$ cat src/rtl/dffram_arb_pkg.sv
// Shared types for the two-port DFFRAM arbiter: the arbitration state
// encoding and the port identifier.
package dffram_arb_pkg;

  typedef enum logic [1:0] {
    IDLE = 2'd0,
    OWN0 = 2'd1,
    OWN1 = 2'd2
  } arb_state_t;

  typedef logic port_id_t;

  localparam port_id_t PORT0 = 1'b0;
  localparam port_id_t PORT1 = 1'b1;

endpackage

$ cat src/rtl/dffram_arb_rr.sv
// Two-way request picker producing a one-hot grant. On a tie it picks either
// the port that was not the last owner, or port 0 when FIXED_PRIO is set.
module dffram_arb_rr
  import dffram_arb_pkg::*;
#(
  parameter int FIXED_PRIO = 0
) (
  input  logic [1:0] req,
  input  port_id_t   last_owner,
  output logic [1:0] gnt
);

  always_comb begin
    gnt = 2'b00;
    if (req == 2'b11) begin
      if (FIXED_PRIO != 0) begin
        gnt = 2'b01;
      end else if (last_owner == PORT0) begin
        gnt = 2'b10;
      end else begin
        gnt = 2'b01;
      end
    end else begin
      gnt = req;
    end
  end

endmodule

$ cat src/rtl/dffram_arbiter.sv
// Arbitrates two request/grant ports onto one external single-port DFFRAM.
// State | meaning: IDLE | no grant last cycle; OWN0/OWN1 | that port was granted last cycle.
module dffram_arbiter
  import dffram_arb_pkg::*;
#(
  parameter  int COLS       = 1,
  parameter  int FIXED_PRIO = 0,
  localparam int A_WIDTH    = 8 + $clog2(COLS)
) (
  input  logic               CLK,
  input  logic               RESETn,
  input  logic               p0_req,
  input  logic               p0_lock,
  input  logic [3:0]         p0_we,
  input  logic [A_WIDTH-1:0] p0_addr,
  input  logic [31:0]        p0_wdata,
  output logic               p0_gnt,
  output logic               p0_rvalid,
  output logic [31:0]        p0_rdata,
  input  logic               p1_req,
  input  logic               p1_lock,
  input  logic [3:0]         p1_we,
  input  logic [A_WIDTH-1:0] p1_addr,
  input  logic [31:0]        p1_wdata,
  output logic               p1_gnt,
  output logic               p1_rvalid,
  output logic [31:0]        p1_rdata,
  output logic               ram_en,
  output logic [3:0]         ram_we,
  output logic [A_WIDTH-1:0] ram_a,
  output logic [31:0]        ram_di,
  input  logic [31:0]        ram_do
);

  arb_state_t state_q, state_d;
  port_id_t   last_q, last_d;
  logic [1:0] pick;
  logic [1:0] gnt;
  logic       rv0_q, rv1_q;

  dffram_arb_rr #(.FIXED_PRIO(FIXED_PRIO)) u_rr (
    .req        ({p1_req, p0_req}),
    .last_owner (last_q),
    .gnt        (pick)
  );

  always_ff @(posedge CLK or negedge RESETn) begin
    if (!RESETn) begin
      state_q <= IDLE;
      last_q  <= PORT1;
    end else begin
      state_q <= state_d;
      last_q  <= last_d;
    end
  end

  // Lock overrides the picker only while the locked port still owns the RAM;
  // grants are gated by reset so nothing reaches the RAM while held in reset.
  always_comb begin
    gnt     = pick;
    state_d = IDLE;
    last_d  = last_q;
    if (state_q == OWN0 && p0_lock && p0_req) begin
      gnt = 2'b01;
    end else if (state_q == OWN1 && p1_lock && p1_req) begin
      gnt = 2'b10;
    end
    gnt = gnt & {2{RESETn}};
    if (gnt[0]) begin
      state_d = OWN0;
      last_d  = PORT0;
    end else if (gnt[1]) begin
      state_d = OWN1;
      last_d  = PORT1;
    end
  end

  assign p0_gnt = gnt[0];
  assign p1_gnt = gnt[1];
  assign ram_en = |gnt;

  always_comb begin
    ram_we = 4'b0000;
    ram_a  = '0;
    ram_di = 32'h0;
    if (gnt[0]) begin
      ram_we = p0_we;
      ram_a  = p0_addr;
      ram_di = p0_wdata;
    end else if (gnt[1]) begin
      ram_we = p1_we;
      ram_a  = p1_addr;
      ram_di = p1_wdata;
    end
  end

  always_ff @(posedge CLK or negedge RESETn) begin
    if (!RESETn) begin
      rv0_q <= 1'b0;
      rv1_q <= 1'b0;
    end else begin
      rv0_q <= gnt[0];
      rv1_q <= gnt[1];
    end
  end

  assign p0_rvalid = rv0_q;
  assign p1_rvalid = rv1_q;
  assign p0_rdata  = rv0_q ? ram_do : 32'h0;
  assign p1_rdata  = rv1_q ? ram_do : 32'h0;

endmodule

$ cat config.mk
export PLATFORM = sky130hd
export DESIGN_NAME = dffram_arbiter
export DESIGN_NICKNAME = d
export VERILOG_FILES = /design/src/rtl/dffram_arb_pkg.sv /design/src/rtl/dffram_arb_rr.sv /design/src/rtl/dffram_arbiter.sv
export SDC_FILE = /design/constraint.sdc
export NUM_CORES = 1
export LEC_CHECK = 0
export BUFFER_PORTS_ARGS = -buffer_cell sky130_fd_sc_hd__buf_2
export CAP_MARGIN = 20
export CORE_AREA = 2 2 91 93
export DETAILED_ROUTE_END_ITERATION = 16
export DIE_AREA = 0 0 93 95
export GPL_ROUTABILITY_DRIVEN = 1
export GPL_TIMING_DRIVEN = 0
export PLACE_DENSITY_LB_ADDON = 0.25
export RECOVER_POWER = 50
export SYNTH_ARGS = -nofsm -noshare
export SYNTH_HDL_FRONTEND = slang
export SYNTH_SLANG_ARGS = --single-unit
$ cat constraint.sdc
create_clock -name CLK -period 2.1 [get_ports CLK]
set_input_delay 0.42 -clock CLK [delete_from_list [all_inputs] [get_ports CLK]]
set_output_delay 0.42 -clock CLK [all_outputs]
set_load 0.1 [all_outputs]
Yosys cells after proc, flatten, opt, wreduce, memory -nomap -nowiden:

Index checks and enable logic that the tools add are counted.

* register bits: 5
* input port bits: 126
* output and inout port bits: 113
* word-level logic and storage cells: 30

* equality and inequality tests: 3
* multiplexer cells: 16
* bitwise logic cells: 1
* reductions and logical operators: 6

Operators by type and width (count)
* $mux W32: 4
* $mux W8: 2
* $mux W2: 6
* $mux W4: 2
* $eq A2 B2 Y1 const B: 2
* $logic_and A1 B1 Y1: 4
* $and A2 B2 Y2: 1
* $eq A2 B1 Y1 const B: 1
* $mux W1: 2
* $reduce_bool A2 Y1: 1
* $reduce_or A2 Y1: 1

Logic depth before layout (Yosys ltp):

Gate-level depths: netlist of run 1.

* word-level depth: 8
* mapped depth: 4
* gate-level depth less buffers: 3

Cells and area by module:

A second synthesis of run 1 with hierarchy kept.

* cells, all modules: 243
* area, all modules: 1520.2 µm²

Modules (own cells, without submodules)
* dffram_arbiter: times used 1, cells each 240, area each 1501.4 µm², seq. area each 101.3 µm²
* dffram_arb_rr: times used 1, cells each 3, area each 18.8 µm², seq. area each 0.0 µm²

Least setup slack after synthesis of run 1:

OpenSTA, ideal clock, no wires.

* path kind: reg2out
* start: register state_q[0]
* end: output ram_a[0]
* data arrival time: 2.842 ns
* required time: 1.680 ns
* path slack: -1.162 ns
* cell stages (with the launch flop): 5
* path buffers: 1
* cells stage by stage: dfrtp_1 > and4b_1 > a311oi_4 > buf_6 > a22o_1

* word-level cells in the longest chain between the ends: 8
* elaborated cells on any way between the ends: 11
* those cells by class: 2 x eq/ne; 4 x mux; 1 x bitwise; 4 x reduce/logical

Ends and longest elaborated chain
* start, declared: RTL line dffram_arbiter.sv:35 `arb_state_t state_q, state_d;`
* start signal, assigned: RTL line dffram_arbiter.sv:52 `state_q <= state_d;`
* $eq A2 B2 Y1: RTL line dffram_arbiter.sv:65 `end else if (state_q == OWN1 && p1_lock && p1_req) begin`
* $logic_and A1 B1 Y1 (2 in a row): RTL line dffram_arbiter.sv:65
* $mux W2: RTL line dffram_arbiter.sv:65
* $mux W2 (*): RTL line dffram_arbiter.sv:63 `if (state_q == OWN0 && p0_lock && p0_req) begin`
* $and A2 B2 Y2 (*): RTL line dffram_arbiter.sv:68 `gnt = gnt & {2{RESETn}};`
* named net p1_gnt: RTL line dffram_arbiter.sv:25 `output logic p1_gnt,`
* $mux W8 (*): RTL line dffram_arbiter.sv:90 `end else if (gnt[1]) begin`
* $mux W8 (*): RTL line dffram_arbiter.sv:86 `if (gnt[0]) begin`
* end, declared: RTL line dffram_arbiter.sv:30 `output logic [A_WIDTH-1:0] ram_a,`

The timed path passes the listed nets; every way through them passes the cells marked *.

Worst setup path after layout of run 1:

* start: register last_q
* end: output ram_di[13]

* word-level cells in the longest chain between the ends: 7

Ends and longest elaborated chain
* start, declared: RTL line dffram_arbiter.sv:36 `port_id_t last_q, last_d;`
* start signal, assigned: RTL line dffram_arbiter.sv:53 `last_q <= last_d;`
* $mux W2 (*): RTL line dffram_arb_rr.sv:18 `end else if (last_owner == PORT0) begin`
* $mux W2 (*): RTL line dffram_arb_rr.sv:15 `if (req == 2'b11) begin`
* $mux W2 (*): RTL line dffram_arbiter.sv:65
* $mux W2 (*): RTL line dffram_arbiter.sv:63
* $and A2 B2 Y2 (*): RTL line dffram_arbiter.sv:68
* $mux W32: RTL line dffram_arbiter.sv:90
* $mux W32 (*): RTL line dffram_arbiter.sv:86
* end, declared: RTL line dffram_arbiter.sv:31 `output logic [31:0] ram_di,`

Every way passes the cells marked *; elsewhere a longest branch is shown, timed or not.

==> run metrics, run 1 <==
Syn Inst Count=139; Synth Warn #=0; wire length per cell=13.76 um; delay-heaviest family, CP=compound AO/OA/AOI/OAI gates; critical path type=flop to primary output; vias per inst=4.270; top cell type's share of synthesized area=0.3536; M2 GR Usage=0.2899; fill count=689; post-synth top area cell=and2_1; sequential fraction of the synthesis area=0.08950; clock share of power=0.078; Worst Tran Pin Value=562.0 ps; CTS buffer count=3; Area contributors post-synth=and2_1 (35%), a22o_1 (34%), buf_6 (8.0%); status=finished with violations; DIE HEIGHT=95 um; Rows=33; via count=2152; Worst R2R Setup Slack=450 ps; CP bufs+invs=3; full die area=8835 um^2; TritonCTS clock tree=done; FF-to-FF path depth=6; Post-layout nets=526; first-pass GRT wire length=9.680 mm; Net Switching=1.314 mW; Combinational Power Share=0.879; Starting Density=0.1428; worst r2r src=last_q$_DFFE_PN1P_; Die Span X=93 um; worst rel slew slack=0.6269; layout cells sized above 1=0.8697; Period minus WS final=2347 ps; power per cell area=551.5 nW/um^2; core area=7928 um^2; Routed WL=6.935 mm; Worst VDD drop=0.0003139 V; syn nets=265; H-tree Lvls=1; Mean Syn Cell Area=8.146 um^2; Fin Clk Skew=3.227 ps; ant diodes=0; crit-path max FO=6; Final Cycle Share=1.118; met3 usage=0.02873; M1 GR Usage=0.1320; DRC viols=0; DRT Pass-1 Iters=4; Req. time, crit path=1680 ps; slowest CP cell=dfstp_2; Pwr Total=2.206 mW; # clock sinks=4; final std cells w/o fill=504; DP Cell Count=482; dpl hpwl=5.197 mm; hold buffers post-CTS=0; flops & latches, synth=4; Post-DRT Antenna Nets=0; initial antenna violation count=0; CTS max path bufs=2; leak pwr=2.118 nW; fmax=0.4260 GHz; R2R Path End=state_q[0]$_DFF_PN0_; setup TNS=-9489 ps; RSZ-0062 raised after global routing=yes; smallest setup slack after layout=-247.3 ps; Cell Chain, Critical Path=a21bo_4 > a221oi_4 > buf_6 > clkbuf_16 > a22o_4 > buf_12; pin count of the biggest net entering global routing=12; Skew-Pair Late Insertion Delay=220 ps; Startpoint Class=flop; P_int=891.8 uW; Ports=239; Synth cell types=18; delay of the slowest critical-path stage=530 ps; gr busiest metal=met2; Fin. Hold Viols=0; Tot GR Track Use=0.1382; cell area after layout=4000 um^2; Worst Setup End Kind=primary output; gpl congestion=0.7252; Clk pin slew, worst setup/hold paths=30 ps; number of global-route vias before repair=2050; dpl cell area=2846 um^2; fin. max-slew vios=0; sw frac=0.5957; Root Driver=clkbuf_8; starting DRC count in detailed routing=19; Port Buffers=238; Arr. time, crit path=1930 ps; Hold Crit Class=input port to asynchronous set/reset pin; mapped cell area=1132 um^2; endpoints failing setup=46; failing checks=setup timing; Layout area overhead=253.3%; total congestion overflow=0; max-cap violations=0; sequential share of power=0.043
synthesized netlist by cell type:
master,instances
and2_1,64
a22o_1,44
buf_6,8
clkbuf_1,6
dfrtp_1,3
nand2_1,2
a21bo_2,1
a21o_1,1
a221oi_4,1
a311oi_1,1
a311oi_4,1
and2b_2,1
and4b_1,1
dfstp_2,1
nand2b_1,1
nand3b_1,1
nor2b_1,1
o21a_1,1
cell type report:
| type | count | area [um^2] | area share |
|---|---|---|---|
| Tap cell | 105 | 131.4 | 0.03284 |
| Buffer | 14 | 177.7 | 0.04442 |
| Multi-Input combinational cell | 121 | 1340 | 0.3350 |
| Clock buffer | 4 | 45.04 | 0.01126 |
| Sequential cell | 4 | 106.4 | 0.02659 |
| Timing Repair Buffer | 256 | 2200 | 0.5499 |
logic make-up (layout without fill, tap and decap cells):
group / after synthesis / in the layout / share of synthesized area
compound gates: 50 / 50 / 0.4166
buf+inv: 14 / 274 / 0.09945
flops: 4 / 4 / 0.08951
simple gates: 71 / 71 / 0.3945
layout by cell type (no fill, tap or decap):
| master | n |
|---|---|
| and4b_1 | 1 |
| nor2b_1 | 1 |
| a22o_2 | 1 |
| nand3b_1 | 1 |
| dfstp_2 | 1 |
| buf_12 | 55 |
| a311oi_4 | 1 |
| dfrtp_2 | 1 |
| and2b_2 | 1 |
| clkbuf_16 | 3 |
| a221oi_4 | 1 |
| buf_16 | 1 |
| buf_8 | 1 |
| dfrtp_4 | 1 |
| clkbuf_1 | 7 |
| dfrtp_1 | 1 |
| buf_6 | 3 |
| o21a_1 | 1 |
| buf_4 | 11 |
| a311oi_1 | 1 |
| clkbuf_8 | 3 |
| and2_2 | 30 |
| clkbuf_4 | 28 |
| a22o_4 | 43 |
| a21o_1 | 1 |
| a21bo_4 | 1 |
| buf_1 | 1 |
| clkbuf_2 | 29 |
| nand2_1 | 2 |
| and2_1 | 34 |
| buf_2 | 132 |
| nand2b_1 | 1 |
power groups by stage:
stage          clock network [mW]  registers (mW)  logic (mW)
4_1_cts                     0.178          0.0962        1.90
6_report                    0.172          0.0950        1.94
2_1_floorplan                   0           0.117        1.24
3_5_place_dp                    0           0.102        1.54
3_3_place_gp                    0           0.101        1.53
5_1_grt                     0.187          0.0965        2.00
repair_timing:
action | in CTS | in global routing
gates cloned | 1 | 3
setup buffers | 11 | 3
pin swaps | 3 | 1
resized for setup | 207 | 31
setup endpoints to repair | 46 | 73
worst max-delay path by stage:
stage	from	end	slack, ps	cells after the start
after floorplan	state_q[0]$_DFF_PN0_	ram_a[0]	-360	4
final	last_q$_DFFE_PN1P_	ram_di[13]	-250	6
after global placement	p0_req	ram_di[18]	-660	6
after CTS	last_q$_DFFE_PN1P_	ram_di[18]	-250	6
after global routing	last_q$_DFFE_PN1P_	ram_di[12]	-310	6
after detailed placement	p0_req	ram_di[11]	-670	6
sequential cells by signal (all words and copies together), names as in the netlist:
register   cells
last_q         1
state_q        2
p1_rvalid      1
metrics by stage:
step | setup WS (ps) | utilization | hold slack (ps)
final | -247.3 | 0.5046 | 71.03
after detailed placement | -665.1 | 0.3591 | 249.4
after floorplan | -357.5 | - | 124.4
after global placement | -661.6 | 0.3591 | 244.1
after global routing | -309.5 | 0.5046 | 96.25
after CTS | -246.4 | 0.4822 | 16.21
layer usage:
metal	wire length, um	vias to the layer above
li1	-	1031
met1	2289	984
met2	3879	131
met3	685	6
met4	80	0
met5	0	-
(Power assumes the default switching activity.)
==> inputs of run 2 (changes only) <==
--- a/config.mk
+++ b/config.mk
@@ -13,7 +13,6 @@
 export GPL_ROUTABILITY_DRIVEN = 1
 export GPL_TIMING_DRIVEN = 0
 export PLACE_DENSITY_LB_ADDON = 0.25
-export RECOVER_POWER = 50
 export SYNTH_ARGS = -nofsm -noshare
 export SYNTH_HDL_FRONTEND = slang
 export SYNTH_SLANG_ARGS = --single-unit
==> run 2 against run 1 <==
  * The run still ends with setup timing left
  * Sequential power barely moved
  * Final area barely moved
  * Combinational power barely moved
  * Via count rose by 0.14%
  * Critical path depth did not move
  * Flip-flop and latch count did not move
  * Utilization barely moved
  * Critical endpoint unchanged
  * Highest routed layer unchanged
==> run metrics, run 2 (synthesized netlist as in run 1, its figures left out) <==
dpl hpwl=5.197 mm (unchanged); pin count of the biggest net entering global routing=12 (unchanged); sw frac=0.5952 (was 0.5957); critical path type=flop to primary output (unchanged); Startpoint Class=flop (unchanged); initial antenna violation count=0 (unchanged); Skew-Pair Late Insertion Delay=220 ps (about the same); RSZ-0062 raised after global routing=yes (unchanged); endpoints failing setup=46 (unchanged); vias per inst=4.276 (was 4.270); ant diodes=0 (unchanged); Worst Setup End Kind=primary output (unchanged); Hold Crit Class=input port to asynchronous set/reset pin (unchanged); final std cells w/o fill=504 (unchanged); Clk pin slew, worst setup/hold paths=30 ps (about the same); layout cells sized above 1=0.8722 (was 0.8697); Cell Chain, Critical Path=a21bo_4 > a221oi_4 > buf_6 > clkbuf_16 > a22o_4 > buf_12 (unchanged); max reg flops=2 (unchanged); status=finished with violations (unchanged); via count=2155 (was 2152); full die area=8835 um^2 (unchanged); hold buffers post-CTS=0 (unchanged); TritonCTS clock tree=done (unchanged); Arr. time, crit path=1930 ps (about the same); commonest non-fill, non-tap cell in the layout=buf_2 (unchanged); commonest non-fill, non-tap cells in the layout=buf_2 (162), buf_12 (55), a22o_4 (43), and2_1 (34), and2_2 (30) (was buf_2 (132), buf_12 (55), a22o_4 (43), and2_1 (34), and2_2 (30)); smallest setup slack after layout=-247.4 ps (was -247.3 ps); Layout area overhead=253.4% (was 253.3%); number of global-route vias before repair=2050 (unchanged); power per cell area=551.3 nW/um^2 (was 551.5 nW/um^2); Final Cycle Share=1.118 (about the same); DP Cell Count=482 (unchanged); Fin. Hold Viols=0 (unchanged); sequential share of power=0.043 (about the same); Worst Tran Pin Value=505.6 ps (was 562.0 ps); Period minus WS final=2347 ps (about the same); Largest Register=state_q (unchanged); first-pass GRT wire length=9.680 mm (unchanged); Port Buffers=238 (unchanged); Fin Clk Skew=3.342 ps (was 3.227 ps); crit-path max FO=6 (unchanged); failing checks=setup timing (unchanged); slowest CP cell=dfstp_2 (unchanged); Req. time, crit path=1680 ps (about the same); DIE HEIGHT=95 um (unchanged); P_int=893.1 uW (was 891.8 uW); Post-layout nets=526 (unchanged); DRC viols=0 (unchanged); clock share of power=0.078 (about the same); DRT Pass-1 Iters=4 (unchanged); Root Driver=clkbuf_8 (unchanged); H-tree Lvls=1 (unchanged); delay-heaviest family, CP=compound AO/OA/AOI/OAI gates (unchanged); starting DRC count in detailed routing=21 (was 19); gpl congestion=0.7252 (unchanged); Routed WL=6.926 mm (was 6.935 mm); Starting Density=0.1428 (unchanged); fmax=0.4260 GHz (about the same); cell area after layout=4001 um^2 (was 4000 um^2); max-cap violations=0 (unchanged); Rows=33 (unchanged); R2R Path End=state_q[0]$_DFF_PN0_ (unchanged); Die Span X=93 um (unchanged); # clock sinks=4 (unchanged); total congestion overflow=0 (unchanged); delay of the slowest critical-path stage=530 ps (about the same); worst r2r src=last_q$_DFFE_PN1P_ (unchanged); CP bufs+invs=3 (unchanged); Post-DRT Antenna Nets=0 (unchanged); Net Switching=1.313 mW (was 1.314 mW); fin. max-slew vios=0 (unchanged); leak pwr=2.142 nW (was 2.118 nW); Ports=239 (unchanged); CTS buffer count=3 (unchanged); Worst R2R Setup Slack=460 ps (was 450 ps); dpl cell area=2846 um^2 (unchanged); CTS max path bufs=2 (unchanged); core area=7928 um^2 (unchanged); Combinational Power Share=0.879 (about the same); wire length per cell=13.74 um (was 13.76 um); worst rel slew slack=0.6653 (was 0.6269); Tot GR Track Use=0.1382 (unchanged); Worst VDD drop=0.0003139 V (about the same); FF-to-FF path depth=6 (unchanged)
## run 2: worst max path at each step
stage          depth (start not counted)  slack, ps         end                 start
3_3_place_gp                           6       -660  ram_di[18]                p0_req
3_5_place_dp                           6       -670  ram_di[11]                p0_req
2_1_floorplan                          4       -360    ram_a[0]  state_q[0]$_DFF_PN0_
5_1_grt                                6       -310  ram_di[12]    last_q$_DFFE_PN1P_
6_report                               6       -250  ram_di[13]    last_q$_DFFE_PN1P_
4_1_cts                                6       -250  ram_di[18]    last_q$_DFFE_PN1P_
## run 2: area by class of cell
type,count,area [um^2]
timing repair buffer,256,2201
tap,105,131.4
multi-input combinational,121,1340
fill,689,3926
sequential,4,106.4
clock buffer,4,45.04
buffer,14,177.7
## run 2: through the flow
step	utilization	setup TNS (ps)	power (mW)	hold WS, ps	setup WS (ps)
floorplan	-	-13480	1.360	124.4	-357.5
global placement	0.3591	-28540	1.633	244.1	-661.6
global route	0.5047	-12640	2.284	22.82	-309.5
detailed placement	0.3591	-28710	1.640	249.4	-665.1
CTS	0.4822	-10360	2.170	16.21	-246.4
finish	0.5047	-9465	2.206	16.80	-247.4
## run 2: per-layer routing
layer | up-vias | track usage | part of all wire
li1 | 1030 | - | -
met1 | 990 | 0.1320 | 0.33
met2 | 129 | 0.2899 | 0.56
met3 | 6 | 0.02873 | 0.096
met4 | 0 | 0.04289 | 0.012
met5 | - | 0 | 0
## run 2: what timing repair did
action                     in CTS  in global routing
gates resized for setup       207                 31
pin swaps                       3                  1
buffers inserted               11                  3
gates cloned                    1                  3
setup endpoints to repair      46                 73
## run 2: power groups by stage
stage | Sequential (mW) | Clock (mW) | Combinational (mW)
6_report | 0.0950 | 0.172 | 1.94
5_1_grt | 0.0964 | 0.187 | 2.00
4_1_cts | 0.0962 | 0.178 | 1.90
3_3_place_gp | 0.101 | 0 | 1.53
2_1_floorplan | 0.117 | 0 | 1.24
3_5_place_dp | 0.102 | 0 | 1.54
==> inputs of run 3 (changes only) <==
--- a/config.mk
+++ b/config.mk
@@ -6,10 +6,11 @@
 export NUM_CORES = 1
 export LEC_CHECK = 0
 export BUFFER_PORTS_ARGS = -buffer_cell sky130_fd_sc_hd__buf_2
-export CAP_MARGIN = 20
-export CORE_AREA = 2 2 91 93
+export CELL_PAD_IN_SITES_DETAIL_PLACEMENT = 0
+export CELL_PAD_IN_SITES_GLOBAL_PLACEMENT = 1
+export CORE_MARGIN = 1
+export CORE_UTILIZATION = 13
 export DETAILED_ROUTE_END_ITERATION = 16
-export DIE_AREA = 0 0 93 95
 export GPL_ROUTABILITY_DRIVEN = 1
 export GPL_TIMING_DRIVEN = 0
 export PLACE_DENSITY_LB_ADDON = 0.25
==> run 3 against run 2 <==
  * The flow still finishes with violations (setup timing)
  * Cell count down 0.99%
  * Fmax up 1.6%
  * Clock power hardly changed
  * Non-clock buffer count down 5
  * Largest cell class unchanged
==> run metrics, run 3 (synthesized netlist as in run 1, its figures left out) <==
status=finished with violations (unchanged); failing checks=setup timing (unchanged); max reg flops=2 (unchanged); Util after Layout=0.4706 (was 0.5047); vias per inst=4.259 (was 4.276); Rows=33 (unchanged); dpl hpwl=5.266 mm (was 5.197 mm); Skew-Pair Late Insertion Delay=220 ps (about the same); CP most frequent cell=buf_12; commonest non-fill, non-tap cells in the layout=buf_2 (162), buf_12 (55), a22o_4 (43), and2_1 (34), and2_2 (30) (unchanged); Startpoint Class=flop (unchanged); DIE HEIGHT=95.33 um (was 95 um); Cell Chain, Critical Path=a21bo_4 > a221oi_4 > buf_6 > buf_12 > a22o_4 > buf_12 (was a21bo_4 > a221oi_4 > buf_6 > clkbuf_16 > a22o_4 > buf_12); max-cap violations=0 (unchanged); Clk pin slew, worst setup/hold paths=40 ps (was 30 ps); Worst VDD drop=0.0004849 V (was 0.0003139 V); fmax=0.4330 GHz (was 0.4260 GHz); total congestion overflow=0 (unchanged); Final Cycle Share=1.100 (was 1.118); Starting Density=0.1358 (was 0.1428); endpoints failing setup=46 (unchanged); power per cell area=555.3 nW/um^2 (was 551.3 nW/um^2); delay of the slowest critical-path stage=530 ps (about the same); initial antenna violation count=0 (unchanged); crit-path max FO=11 (was 6); ant diodes=0 (unchanged); DRC viols=0 (unchanged); RSZ-0062 raised after global routing=yes (unchanged); minimum hold slack=15.38 ps (was 16.80 ps); Largest Register=state_q (unchanged); Arr. time, crit path=1890 ps (was 1930 ps); Hold Crit Class=input port to asynchronous set/reset pin (unchanged); commonest non-fill, non-tap cell in the layout=buf_2 (unchanged); Layout area overhead=246.6% (was 253.4%); Fin. Hold Viols=0 (unchanged); first-pass GRT wire length=9.846 mm (was 9.680 mm); Post-DRT Antenna Nets=0 (unchanged); number of global-route vias before repair=2094 (was 2050); H-tree Lvls=1 (unchanged); layout cells sized above 1=0.8706 (was 0.8722); Post-layout nets=521 (was 526); wire length per cell=13.51 um (was 13.74 um); leak pwr=2.103 nW (was 2.142 nW); fill count=782 (was 689); pin count of the biggest net entering global routing=12 (unchanged); CTS buffer count=3 (unchanged); via count=2125 (was 2155); Place WS=-646.8 ps (was -665.1 ps); Routed WL=6.741 mm (was 6.926 mm); core area=8341 um^2 (was 7928 um^2); Ports=239 (unchanged); Tot GR Track Use=0.1386 (was 0.1382); # clock sinks=4 (unchanged); worst rel slew slack=0.6677 (was 0.6653); Die Span X=95.33 um (was 93 um); TritonCTS clock tree=done (unchanged); slowest CP cell=dfstp_2 (unchanged); Fin Clk Skew=6.797 ps (was 3.342 ps); CTS max path bufs=2 (unchanged); Req. time, crit path=1680 ps (about the same); Period minus WS final=2310 ps (was 2347 ps); gpl congestion=0.7564 (was 0.7252); critical path type=flop to primary output (unchanged); Root Driver=clkbuf_8 (unchanged); fin. max-slew vios=0 (unchanged); Worst Tran Pin Value=501.9 ps (was 505.6 ps); smallest setup slack after layout=-209.6 ps (was -247.4 ps); DRT Pass-1 Iters=4 (unchanged); starting DRC count in detailed routing=22 (was 21); full die area=9088 um^2 (was 8835 um^2); Worst Setup End Kind=primary output (unchanged); Port Buffers=238 (unchanged)
run 3: cell count changes in the layout (fill, tap and decap cells not counted), sizes merged:
cell / before / now
clkbuf: 39 / 40
buf: 235 / 229
run 3: power breakdown:
part	switching [mW]	leakage, nW	total, mW	internal, mW
Sequential	0.00678	0.0471	0.0949	0.0881
Clock	0.0421	0.0228	0.172	0.130
Combinational	1.26	2.03	1.91	0.655
run 3: per-stage QoR:
step | cell area [um^2] | instances | power [mW] | setup TNS [ps]
final | 3925 | 499 | 2.179 | -8503
after global routing | 3925 | 499 | 2.256 | -12270
after detailed placement | 2846 | 482 | 1.638 | -27320
after CTS | 3801 | 498 | 2.161 | -10320
after floorplan | 1524 | 139 | 1.360 | -13480
after global placement | 2846 | 482 | 1.634 | -25810
run 3: area by class of cell:
class	count	area (um^2)	area share
Timing Repair Buffer	251	2120	0.5400
Multi-Input combinational cell	121	1340	0.3414
Buffer	14	182.7	0.04654
Tap cell	105	131.4	0.03347
Sequential cell	4	106.4	0.02710
Clock buffer	4	45.04	0.01148
run 3: worst max-delay path: cells and delay by family (launching register included):
| kind | cells | cell delay (ps) |
|---|---|---|
| AOI/OAI and AO/OA | 3 | 650 |
| DFF | 1 | 530 |
| buffers and inverters | 3 | 480 |
run 3: path summary, 6_finish.rpt:
path	startpoint	end	slack, ps	depth (start not counted)
min reg2reg	last_q$_DFFE_PN1P_	last_q$_DFFE_PN1P_	660	2
max in group asynchronous	RESETn	last_q$_DFFE_PN1P_	1860	1
max	last_q$_DFFE_PN1P_	ram_we[2]	-210	6
min in group CLK	p0_req	state_q[1]$_DFF_PN0_	520	2
min	RESETn	state_q[1]$_DFF_PN0_	20	1
max reg2reg	state_q[0]$_DFF_PN0_	last_q$_DFFE_PN1P_	520	6
run 3: repair_timing:
action,in CTS,in global routing
buffers inserted,11,0
gates resized for setup,204,35
setup endpoints to repair,46,75
hold buffers,0,0
pin swaps,5,1
gates cloned,1,1
run 3: routing by layer:
metal / share of wire / GRT usage / wire length (um) / vias to the layer above
met5: 0 / 0 / 0 / -
met4: 0.019 / 0.01768 / 125 / 0
met3: 0.095 / 0.04067 / 643 / 8
met2: 0.56 / 0.2851 / 3747 / 134
met1: 0.33 / 0.1367 / 2224 / 962
li1: - / - / - / 1021
